<file path="src/rtl/seven_seg_scanner_pkg.sv">
// Shared types for the display path: BCD digit type and the blank code
// understood by the downstream seven-segment decoder.
package seven_seg_scanner_pkg;

  localparam logic [3:0] SEG_BLANK = 4'hF;

  typedef logic [3:0] bcd_t;

endpackage

</file>
<file path="src/rtl/scan_tick_gen.sv">
// Slot-rate prescaler: counts 0..TICK_DIV-1 and flags the last count as tick.
module scan_tick_gen #(
  parameter int TICK_DIV = 100000
) (
  input  logic clk,
  input  logic rst,
  output logic tick
);

  localparam int CW = $clog2(TICK_DIV);

  logic [CW-1:0] cnt;

  assign tick = (cnt == CW'(TICK_DIV - 1));

  always_ff @(posedge clk) begin
    if (rst) begin
      cnt <= '0;
    end else if (tick) begin
      cnt <= '0;
    end else begin
      cnt <= cnt + CW'(1);
    end
  end

endmodule

</file>
<file path="src/rtl/seven_seg_scanner.sv">
// Time-multiplexed scanner with frame-coherent shadow digits and active-low drives.
// Optional digit blinking is built when SEVEN_SEG_SCAN_BLINK_EN is defined.
module seven_seg_scanner
  import seven_seg_scanner_pkg::*;
#(
  parameter int N_DIGITS     = 6,
  parameter int TICK_DIV     = 100000,
  parameter int BLINK_FRAMES = 125
) (
  input  logic                  clk,
  input  logic                  rst,
  input  logic [4*N_DIGITS-1:0] digits_in,
  input  logic [N_DIGITS-1:0]   dp_in,
  input  logic [N_DIGITS-1:0]   blink_mask,
  input  logic                  load,
  output logic [3:0]            num,
  output logic [N_DIGITS-1:0]   an,
  output logic                  dp,
  output logic                  frame_done
);

  localparam int IW = $clog2(N_DIGITS);

  logic                         tick;
  logic                         wrap;
  logic                         started;
  logic                         pending;
  logic                         blank_nxt;
  logic [IW-1:0]                idx;
  logic [IW-1:0]                next_idx;
  bcd_t [N_DIGITS-1:0]          staging;
  bcd_t [N_DIGITS-1:0]          shadow;
  bcd_t [N_DIGITS-1:0]          shadow_nxt;
  logic [N_DIGITS-1:0]          staging_dp;
  logic [N_DIGITS-1:0]          shadow_dp;
  logic [N_DIGITS-1:0]          shadow_dp_nxt;

  scan_tick_gen #(
    .TICK_DIV (TICK_DIV)
  ) u_tick (
    .clk  (clk),
    .rst  (rst),
    .tick (tick)
  );

  assign wrap     = tick && (idx == IW'(N_DIGITS - 1));
  assign next_idx = (idx == IW'(N_DIGITS - 1)) ? '0 : idx + IW'(1);

  // A load landing on the wrap tick goes straight into the new frame.
  always_comb begin
    shadow_nxt    = shadow;
    shadow_dp_nxt = shadow_dp;
    if (wrap && load) begin
      shadow_nxt    = digits_in;
      shadow_dp_nxt = dp_in;
    end else if (wrap && pending) begin
      shadow_nxt    = staging;
      shadow_dp_nxt = staging_dp;
    end
  end

`ifdef SEVEN_SEG_SCAN_BLINK_EN
  localparam int FW = (BLINK_FRAMES > 1) ? $clog2(BLINK_FRAMES) : 1;

  logic [FW-1:0] fcnt;
  logic          fcnt_last;
  logic          phase;
  logic          phase_nxt;

  assign fcnt_last = (fcnt == FW'(BLINK_FRAMES - 1));
  assign phase_nxt = (wrap && fcnt_last) ? ~phase : phase;
  assign blank_nxt = phase_nxt & blink_mask[next_idx];

  always_ff @(posedge clk) begin
    if (rst) begin
      fcnt  <= '0;
      phase <= 1'b0;
    end else if (wrap) begin
      fcnt  <= fcnt_last ? '0 : fcnt + FW'(1);
      phase <= phase_nxt;
    end
  end
`else
  localparam int unused_blink_frames = BLINK_FRAMES;
  logic unused_blink;

  assign unused_blink = ^blink_mask;
  assign blank_nxt    = 1'b0;
`endif

  // Each slot opens with one all-off anode cycle so the new code settles dark.
  always_ff @(posedge clk) begin
    if (rst) begin
      idx        <= '0;
      started    <= 1'b0;
      pending    <= 1'b0;
      staging    <= {N_DIGITS{SEG_BLANK}};
      staging_dp <= '0;
      shadow     <= {N_DIGITS{SEG_BLANK}};
      shadow_dp  <= '0;
      an         <= '1;
      num        <= SEG_BLANK;
      dp         <= 1'b1;
      frame_done <= 1'b0;
    end else begin
      if (load && !wrap) begin
        staging    <= digits_in;
        staging_dp <= dp_in;
        pending    <= 1'b1;
      end else if (wrap) begin
        pending <= 1'b0;
      end
      shadow     <= shadow_nxt;
      shadow_dp  <= shadow_dp_nxt;
      frame_done <= wrap;
      if (tick) begin
        idx     <= next_idx;
        started <= 1'b1;
        an      <= '1;
        num     <= blank_nxt ? SEG_BLANK : shadow_nxt[next_idx];
        dp      <= blank_nxt ? 1'b1 : ~shadow_dp_nxt[next_idx];
      end else if (started) begin
        an <= ~(N_DIGITS'(1) << idx);
      end
    end
  end

endmodule

</file>
<file path="config.mk">
export PLATFORM = sky130hd
export DESIGN_NAME = seven_seg_scanner
export DESIGN_NICKNAME = d
export VERILOG_FILES = /design/src/rtl/seven_seg_scanner_pkg.sv /design/src/rtl/scan_tick_gen.sv /design/src/rtl/seven_seg_scanner.sv
export SDC_FILE = /design/constraint.sdc
export NUM_CORES = 1
export LEC_CHECK = 0
export CAP_MARGIN = 20
export CELL_PAD_IN_SITES_DETAIL_PLACEMENT = 0
export CELL_PAD_IN_SITES_GLOBAL_PLACEMENT = 1
export CORE_AREA = 2 2 112 114
export DETAILED_ROUTE_END_ITERATION = 10
export DIE_AREA = 0 0 114 116
export GPL_TIMING_DRIVEN = 0
export PLACE_DENSITY = 0.84
export REMOVE_ABC_BUFFERS = 1
export SETUP_SLACK_MARGIN = 0.02
export SKIP_CTS_REPAIR_TIMING = 1
export SLEW_MARGIN = 10
export SYNTH_ARGS = -nofsm -noshare
export SYNTH_HDL_FRONTEND = slang
export SYNTH_SLANG_ARGS = --single-unit
export TNS_END_PERCENT = 5
</file>
<file path="constraint.sdc">
create_clock -name clk -period 2.3 [get_ports clk]
set_input_delay 0.69 -clock clk [delete_from_list [all_inputs] [get_ports clk]]
set_output_delay 0.69 -clock clk [all_outputs]
set_load 0.005 [all_outputs]
</file>
==> results.md, run 1 <==
* CTS H-tree lvls at 3
* Simple-gate portion of the synthesized area at between 20% and 30%
* Sw Ratio at around a quarter
* Clk_skew at around 0.0061 ns
* CP peak stage delay at between 0.6 and 0.7 ns
* Final Cell Area at roughly 5500 sq um
* Fin Setup TNS at -2.99 ns
* Area Growth Syn to Fin at 26.9%
* Final Wtd Congestion at 0.795
* Io pins at between 50 and 60
* Syn Inst Count at 535
* ANT cells at 0
* Wire length per cell at 16.9 microns
* CTS root buffer: clkbuf_16
* Share of cells above drive strength 1 at a little over an eighth
* GRT Util Overall at around 18%
* Grt ovf at 0
* Hold Vio Cnt, Final at 0
* Seq/Total Area, Yosys at 43.5%
* Fin nets at approximately 600
* Post-synthesis xor/xnor area fraction at 2.63%
* Synth area leaders: dfxtp_1 (43%), nand2_1 (6.8%), o21ai_0 (4.3%), nor2_1 (3.9%), a31oi_1 (3.3%)
* Fmax at slightly above 400 MHz
* Routed vias at between 4000 and 5000
* Final number of setup-violating endpoints at 53
* Synth area leader: dfxtp_1
* Cell row count at 40
* Mean Syn Cell Area at about 8.1 sq um
* Critical Path AT at approximately 2.7 ns
* Total CTS buffers at 9
* Ys async rst share at 0%
* Logic pwr share at 7.0%
* Worst-path fanout max at 7
* Vias in the first global route at roughly 3800
* Number of vias per cell at ~5.7
* Post-synthesis mux area share at less than 1%
* Worst Setup Start Kind: flip-flop
* Post-route setup slack at -0.157 ns
* Rel. slew slack at 44.7%
* Cell Int Power at roughly 2.7 mW
* Cell variety after synth at 58
* Number of synthesized flops with an enable pin at 0
* Initial antenna violation count at 0
* Layout fillers at 1157
* Failing checks: setup timing
* Crit Path Class: flip-flop to flip-flop
* Max rail drop VDD at between 400 and 500 uV
* Max Used Layer: met4
* Count of pins over their slew limit at 0
* Clock Pin Slew Worst Setup and Hold Paths at roughly 0.070 ns
* Die area at 13200 sq um
* Mapped cell area at between 4000 and 5000 sq um
* CTS tree: built
* Initial Utilization at a little over a third
* Adder-cell share of the synthesized area at less than 1%
* First-pass GRT wire length at 18.8 mm
* Buffers added on ports at 44
* Tmin final at 2.46 ns
* Yosys top cell area share at roughly 43%
* Critical-path cell list: or4b_4 > or4_4 > nor2_4 > buf_6 > buf_4 > nand3b_1 > o21ai_2 > a211oi_2
* Yosys warns at 0
* WL final at around 12 mm
* FF/Latch Area at about 1900 sq um
* CTS Buffer Depth at 2
* Worst setup EP type: flip-flop
* Clock sinks at 94
* PwrDens at roughly 650 nW/um^2
* Placed Area at around 4900 sq um
* Req. time, crit path at between 2 and 3 ns
* Leak at around 2.0 nW
* Detailed Place HPWL at between 7 and 8 mm
* Synthesized flop and latch total at 94
* Measured slew at the worst slew-check pin at a little over 0.8 ns
* Die X at 114 microns
* Post-DRT Antenna Nets at 0
* Largest family of logic cells by synthesized area: simple AND/OR/NAND/NOR gates
* RSZ-0062 raised after global routing: true
* Die span in y at approximately 120 microns
* Slowest-stage cell, CP: or4_4
* Clock group share of total power at between 40% and 50%
* Area of the multi-input gates at approximately 2400 sq um
* Post-synthesis compound-gate area fraction at 22.9%
* Final worst-path cycle share at 107%
* Maximum number of pins on one net before global-route repair at 37
* DRT Pass-1 Iters at 5
* Max-cap viol count at 0
* CORE AREA at between 10000 and 15000 sq um
* Drt initial violations at approximately 330
* M1 WL at roughly 5.4 mm
* Clk_lat worst skew at between 0.3 and 0.4 ns
* Hold crit path type: flip-flop to flip-flop
* Seq pwr share at 47.6%
* Routed wl met3 at 726 microns
* Ys flop type: dfxtp_1
* Drt drc at 0
* Met2 WL post-DR at about 6 mm
* Status: complete, but fails checks
* Net load switching power at roughly 0.83 mW
-- cell usage after synthesis (all sizes together) (2+ instances only) --
cell type / n
a31oi: 23
nand2b: 4
dfxtp: 94
a41oi: 7
a21oi: 22
clkbuf: 27
o21ai: 41
o221ai: 7
a221oi: 14
nor2: 46
o211ai: 14
nand4: 5
nor2b: 22
nand3: 25
xnor2: 6
a21o: 2
and2: 3
nor3: 7
ha: 2
nand2: 80
and3: 8
o22ai: 5
a22oi: 5
or4b: 2
buf: 16
nor4bb: 2
inv: 13
or3: 4
a21boi: 2
nand3b: 4
xor2: 7
-- cell usage in the layout (no fill, tap or decap), types with 4 or more instances in the layout --
cell             instances
dfxtp_1                 90
nand2_1                 76
nor2_1                  44
clkdlybuf4s50_1         42
o21ai_0                 26
nand3_1                 24
a31oi_1                 23
a21oi_1                 22
nor2b_1                 21
buf_4                   15
o211ai_1                14
a221oi_1                14
o21ai_1                 13
inv_1                   12
clkbuf_16                9
and3_1                   7
xor2_1                   7
nor3_1                   6
a41oi_1                  6
xnor2_1                  6
nand4_1                  5
a22oi_1                  5
nand3b_1                 4
o221ai_1                 4
o22ai_1                  4
or3_1                    4
nand2b_1                 4
dfxtp_2                  4
buf_6                    4
-- kinds of logic (layout without fill, tap and decap cells) --
| family | Yosys count | count (layout) |
|---|---|---|
| AND/OR/NAND/NOR | 217 | 220 |
| AO/OA/AOI/OAI | 151 | 151 |
| flip-flops | 94 | 94 |
| buffers and inverters | 57 | 97 |
| XOR/XNOR | 13 | 13 |
| adder cells (fa/ha/maj) | 2 | 2 |
| multiplexers | 1 | 1 |
-- cell type report --
class                           instances  area share [%]
Multi-Input combinational cell        387            43.0
Sequential cell                        94            34.3
Timing Repair Buffer                   67            12.3
Clock buffer                            9            4.10
Tap cell                              147            3.35
Clock inverter                          7            1.80
Inverter                               14            1.09
-- final timing paths --
check	startpoint	end	slack, ns	depth (start not counted)
worst max-delay path	u_tick.cnt[13]	shadow_dp[2]	-0.16	8
worst min-delay path	staging_dp[4]	staging_dp[4]	0.45	2
worst max register to register	u_tick.cnt[13]	shadow_dp[2]	-0.16	8
worst min register to register	staging_dp[4]	staging_dp[4]	0.45	2
-- routing by layer --
metal | GRT usage [%] | up-vias
li1 | - | 2003
met1 | 22.7 | 2013
met2 | 29.8 | 138
met3 | 3.87 | 13
met4 | 6.99 | 0
met5 | 0 | -
-- critical path, delay by kind of cell (launching register included) --
| family | cells | cell delay, ns |
|---|---|---|
| DFF | 1 | 0.34 |
| and+or+nand+nor | 4 | 1.49 |
| AOI/OAI and AO/OA | 2 | 0.18 |
| buffers and inverters | 2 | 0.29 |
-- stage by stage --
stage	setup slack [ns]	util [%]	hold WS [ns]	cells	total power, mW
6_report	-0.157	46.1	0.452	725	3.57
5_1_grt	-0.221	46.1	0.471	725	3.69
4_1_cts	-1.24	43.5	0.455	704	3.57
3_5_place_dp	-1.31	40.8	0.446	688	1.97
3_3_place_gp	-3.60	40.0	0.436	683	1.95
2_1_floorplan	-1.63	-	0.425	492	1.83
-- flip-flops by register name, indices dropped and copies added, names as in the netlist, 3 cells and up --
signal	flops
num	4
u_tick.cnt	17
shadow_dp	6
idx	3
shadow	24
staging	24
an	6
staging_dp	6
-- power groups by stage --
stage	sequential (mW)	clock [mW]	combinational (mW)
after CTS	1.70	1.64	0.238
after global routing	1.70	1.70	0.277
final	1.70	1.62	0.251
after global placement	1.74	0	0.206
after detailed placement	1.74	0	0.237
after floorplan	1.73	0	0.100
(Power assumes the default switching activity.)
==> run 2: changes to the inputs <==
--- a/config.mk
+++ b/config.mk
@@ -8,11 +8,12 @@
 export CAP_MARGIN = 20
 export CELL_PAD_IN_SITES_DETAIL_PLACEMENT = 0
 export CELL_PAD_IN_SITES_GLOBAL_PLACEMENT = 1
-export CORE_AREA = 2 2 112 114
+export CORE_AREA = 2 2 109 111
+export CTS_BUF_LIST = sky130_fd_sc_hd__clkbuf_2 sky130_fd_sc_hd__clkbuf_4 sky130_fd_sc_hd__clkbuf_8
 export DETAILED_ROUTE_END_ITERATION = 10
-export DIE_AREA = 0 0 114 116
+export DIE_AREA = 0 0 111 113
 export GPL_TIMING_DRIVEN = 0
-export PLACE_DENSITY = 0.84
+export PLACE_DENSITY = 0.88
 export REMOVE_ABC_BUFFERS = 1
 export SETUP_SLACK_MARGIN = 0.02
 export SKIP_CTS_REPAIR_TIMING = 1
==> results.md, run 2 (synthesized netlist as in run 1, its figures left out) <==
* Status: complete, but fails checks
* Failing checks: setup timing
* Clk_skew at between 0.008 and 0.009 ns
* Drt initial violations at between 200 and 250
* Drt drc at 0
* PwrDens at approximately 630 nW/um^2
* Initial antenna violation count at 0
* Max-cap viol count at 0
* CTS tree: built
* CP peak stage delay at between 0.6 and 0.7 ns
* Req. time, crit path at between 2 and 3 ns
* Clock Pin Slew Worst Setup and Hold Paths at approximately 0.1 ns
* Tmin final at 2.50 ns
* Critical Path AT at roughly 2.8 ns
* Worst-path fanout max at 7
* Clock sinks at 94
* Buffers added on ports at 44
* Initial Utilization at 38.4%
* Worst Setup Start Kind: flip-flop
* ANT cells at 0
* WL final at between 10 and 15 mm
* Fmax at 401 MHz
* Final worst-path cycle share at 109%
* First-pass GRT wire length at about 18 mm
* Cell row count at 39
* CTS H-tree lvls at 3
* Hold Vio Cnt, Final at 0
* RSZ-0062 raised after global routing: true
* Die span in y at around 110 microns
* Die X at roughly 110 microns
* Crit Path Class: flip-flop to flip-flop
* Detailed Place HPWL at ~7.2 mm
* Hold crit path type: flip-flop to flip-flop
* Slowest-stage cell, CP: or4_4
* Maximum number of pins on one net before global-route repair at 40
* Pre-CTS setup slack at -1.90 ns
* Measured slew at the worst slew-check pin at between 0.8 and 0.9 ns
* Share of cells above drive strength 1 at between 10% and 20%
* Fin nets at ~620
* Final number of setup-violating endpoints at 53
* CORE AREA at roughly 11000 sq um
* Post-DRT Antenna Nets at 0
* CTS root buffer: clkbuf_8
* Leak at between 2 and 2.5 nW
* Biggest regs: shadow (24), staging (24), u_tick.cnt (17)
* Io pins at 51
* Commonest non-fill, non-tap cell in the layout: dfxtp_1
* Area Growth Syn to Fin at 27.6%
* Post-route setup slack at -0.197 ns
* Number of vias per cell at ~5.6
* DRT Pass-1 Iters at 5
* Worst setup EP type: flip-flop
* Pwr Total at between 3 and 4 mW
* Routed vias at ~4100
* Total CTS buffers at 9
* Most frequent cells in the layout: dfxtp_1 (86), nand2_1 (77), nor2_1 (43)
* Final Wtd Congestion at ~0.8
* Grt ovf at 0
* Count of pins over their slew limit at 0
* Wire length per cell at roughly 17 microns
* CTS Buffer Depth at 2
* Die area at 12500 sq um
* Clk_lat worst skew at about 0.36 ns
* Critical-path cell list: or4b_4 > or4_4 > nor3_4 > nand2_1 > a41oi_1 > o31ai_2
* Rel. slew slack at roughly 43%
* GRT Util Overall at 17.6%
* Vias in the first global route at 3723
* Worst hold slack at 0.462 ns
* Max rail drop VDD at around 350 uV
[run 2: routing by layer]
layer	up-vias	wire length [microns]	GRT usage, %
li1	2003	-	-
met1	1972	5530	23.0
met2	104	5790	30.5
met3	11	609	2.73
met4	0	103	4.83
met5	-	0	0
[run 2: area by class of cell]
class | instances | area [sq um]
Clock buffer | 9 | 124
Tap cell | 143 | 179
Clock inverter | 6 | 159
Timing Repair Buffer | 71 | 721
Fill cell | 1050 | 5750
Inverter | 14 | 60.1
Multi-Input combinational cell | 387 | 2390
Sequential cell | 94 | 1890
[run 2: critical path: cells and delay by family (launching register included)]
kind               cells  cell delay, ns
DFF                    1            0.36
and+or+nand+nor        4            1.64
AOI/OAI and AO/OA      2            0.40
[run 2: final timing paths]
check / startpoint / endpoint / slack [ns] / cells past startpoint
worst max-delay path: u_tick.cnt[5] / dp / -0.20 / 6
worst min-delay path: staging_dp[1] / staging_dp[1] / 0.46 / 2
worst max register to register: u_tick.cnt[5] / dp / -0.20 / 6
worst min register to register: staging_dp[1] / staging_dp[1] / 0.46 / 2
[run 2: power breakdown]
group          total (mW)  switching, mW  internal (mW)
logic               0.255          0.141          0.114
clock network        1.53          0.591          0.938
registers            1.69         0.0286           1.67
[run 2: through the flow]
stage / util [%] / setup TNS (ns) / area [sq um] / instances
floorplan: - / -91.16 / 4140 / 492
global placement: 42.2 / -254.26 / 4750 / 679
global route: 49.0 / -8.84 / 5520 / 724
detailed placement: 42.8 / -100.37 / 4830 / 683
finish: 49.0 / -4.76 / 5520 / 724
CTS: 45.3 / -71.89 / 5110 / 698
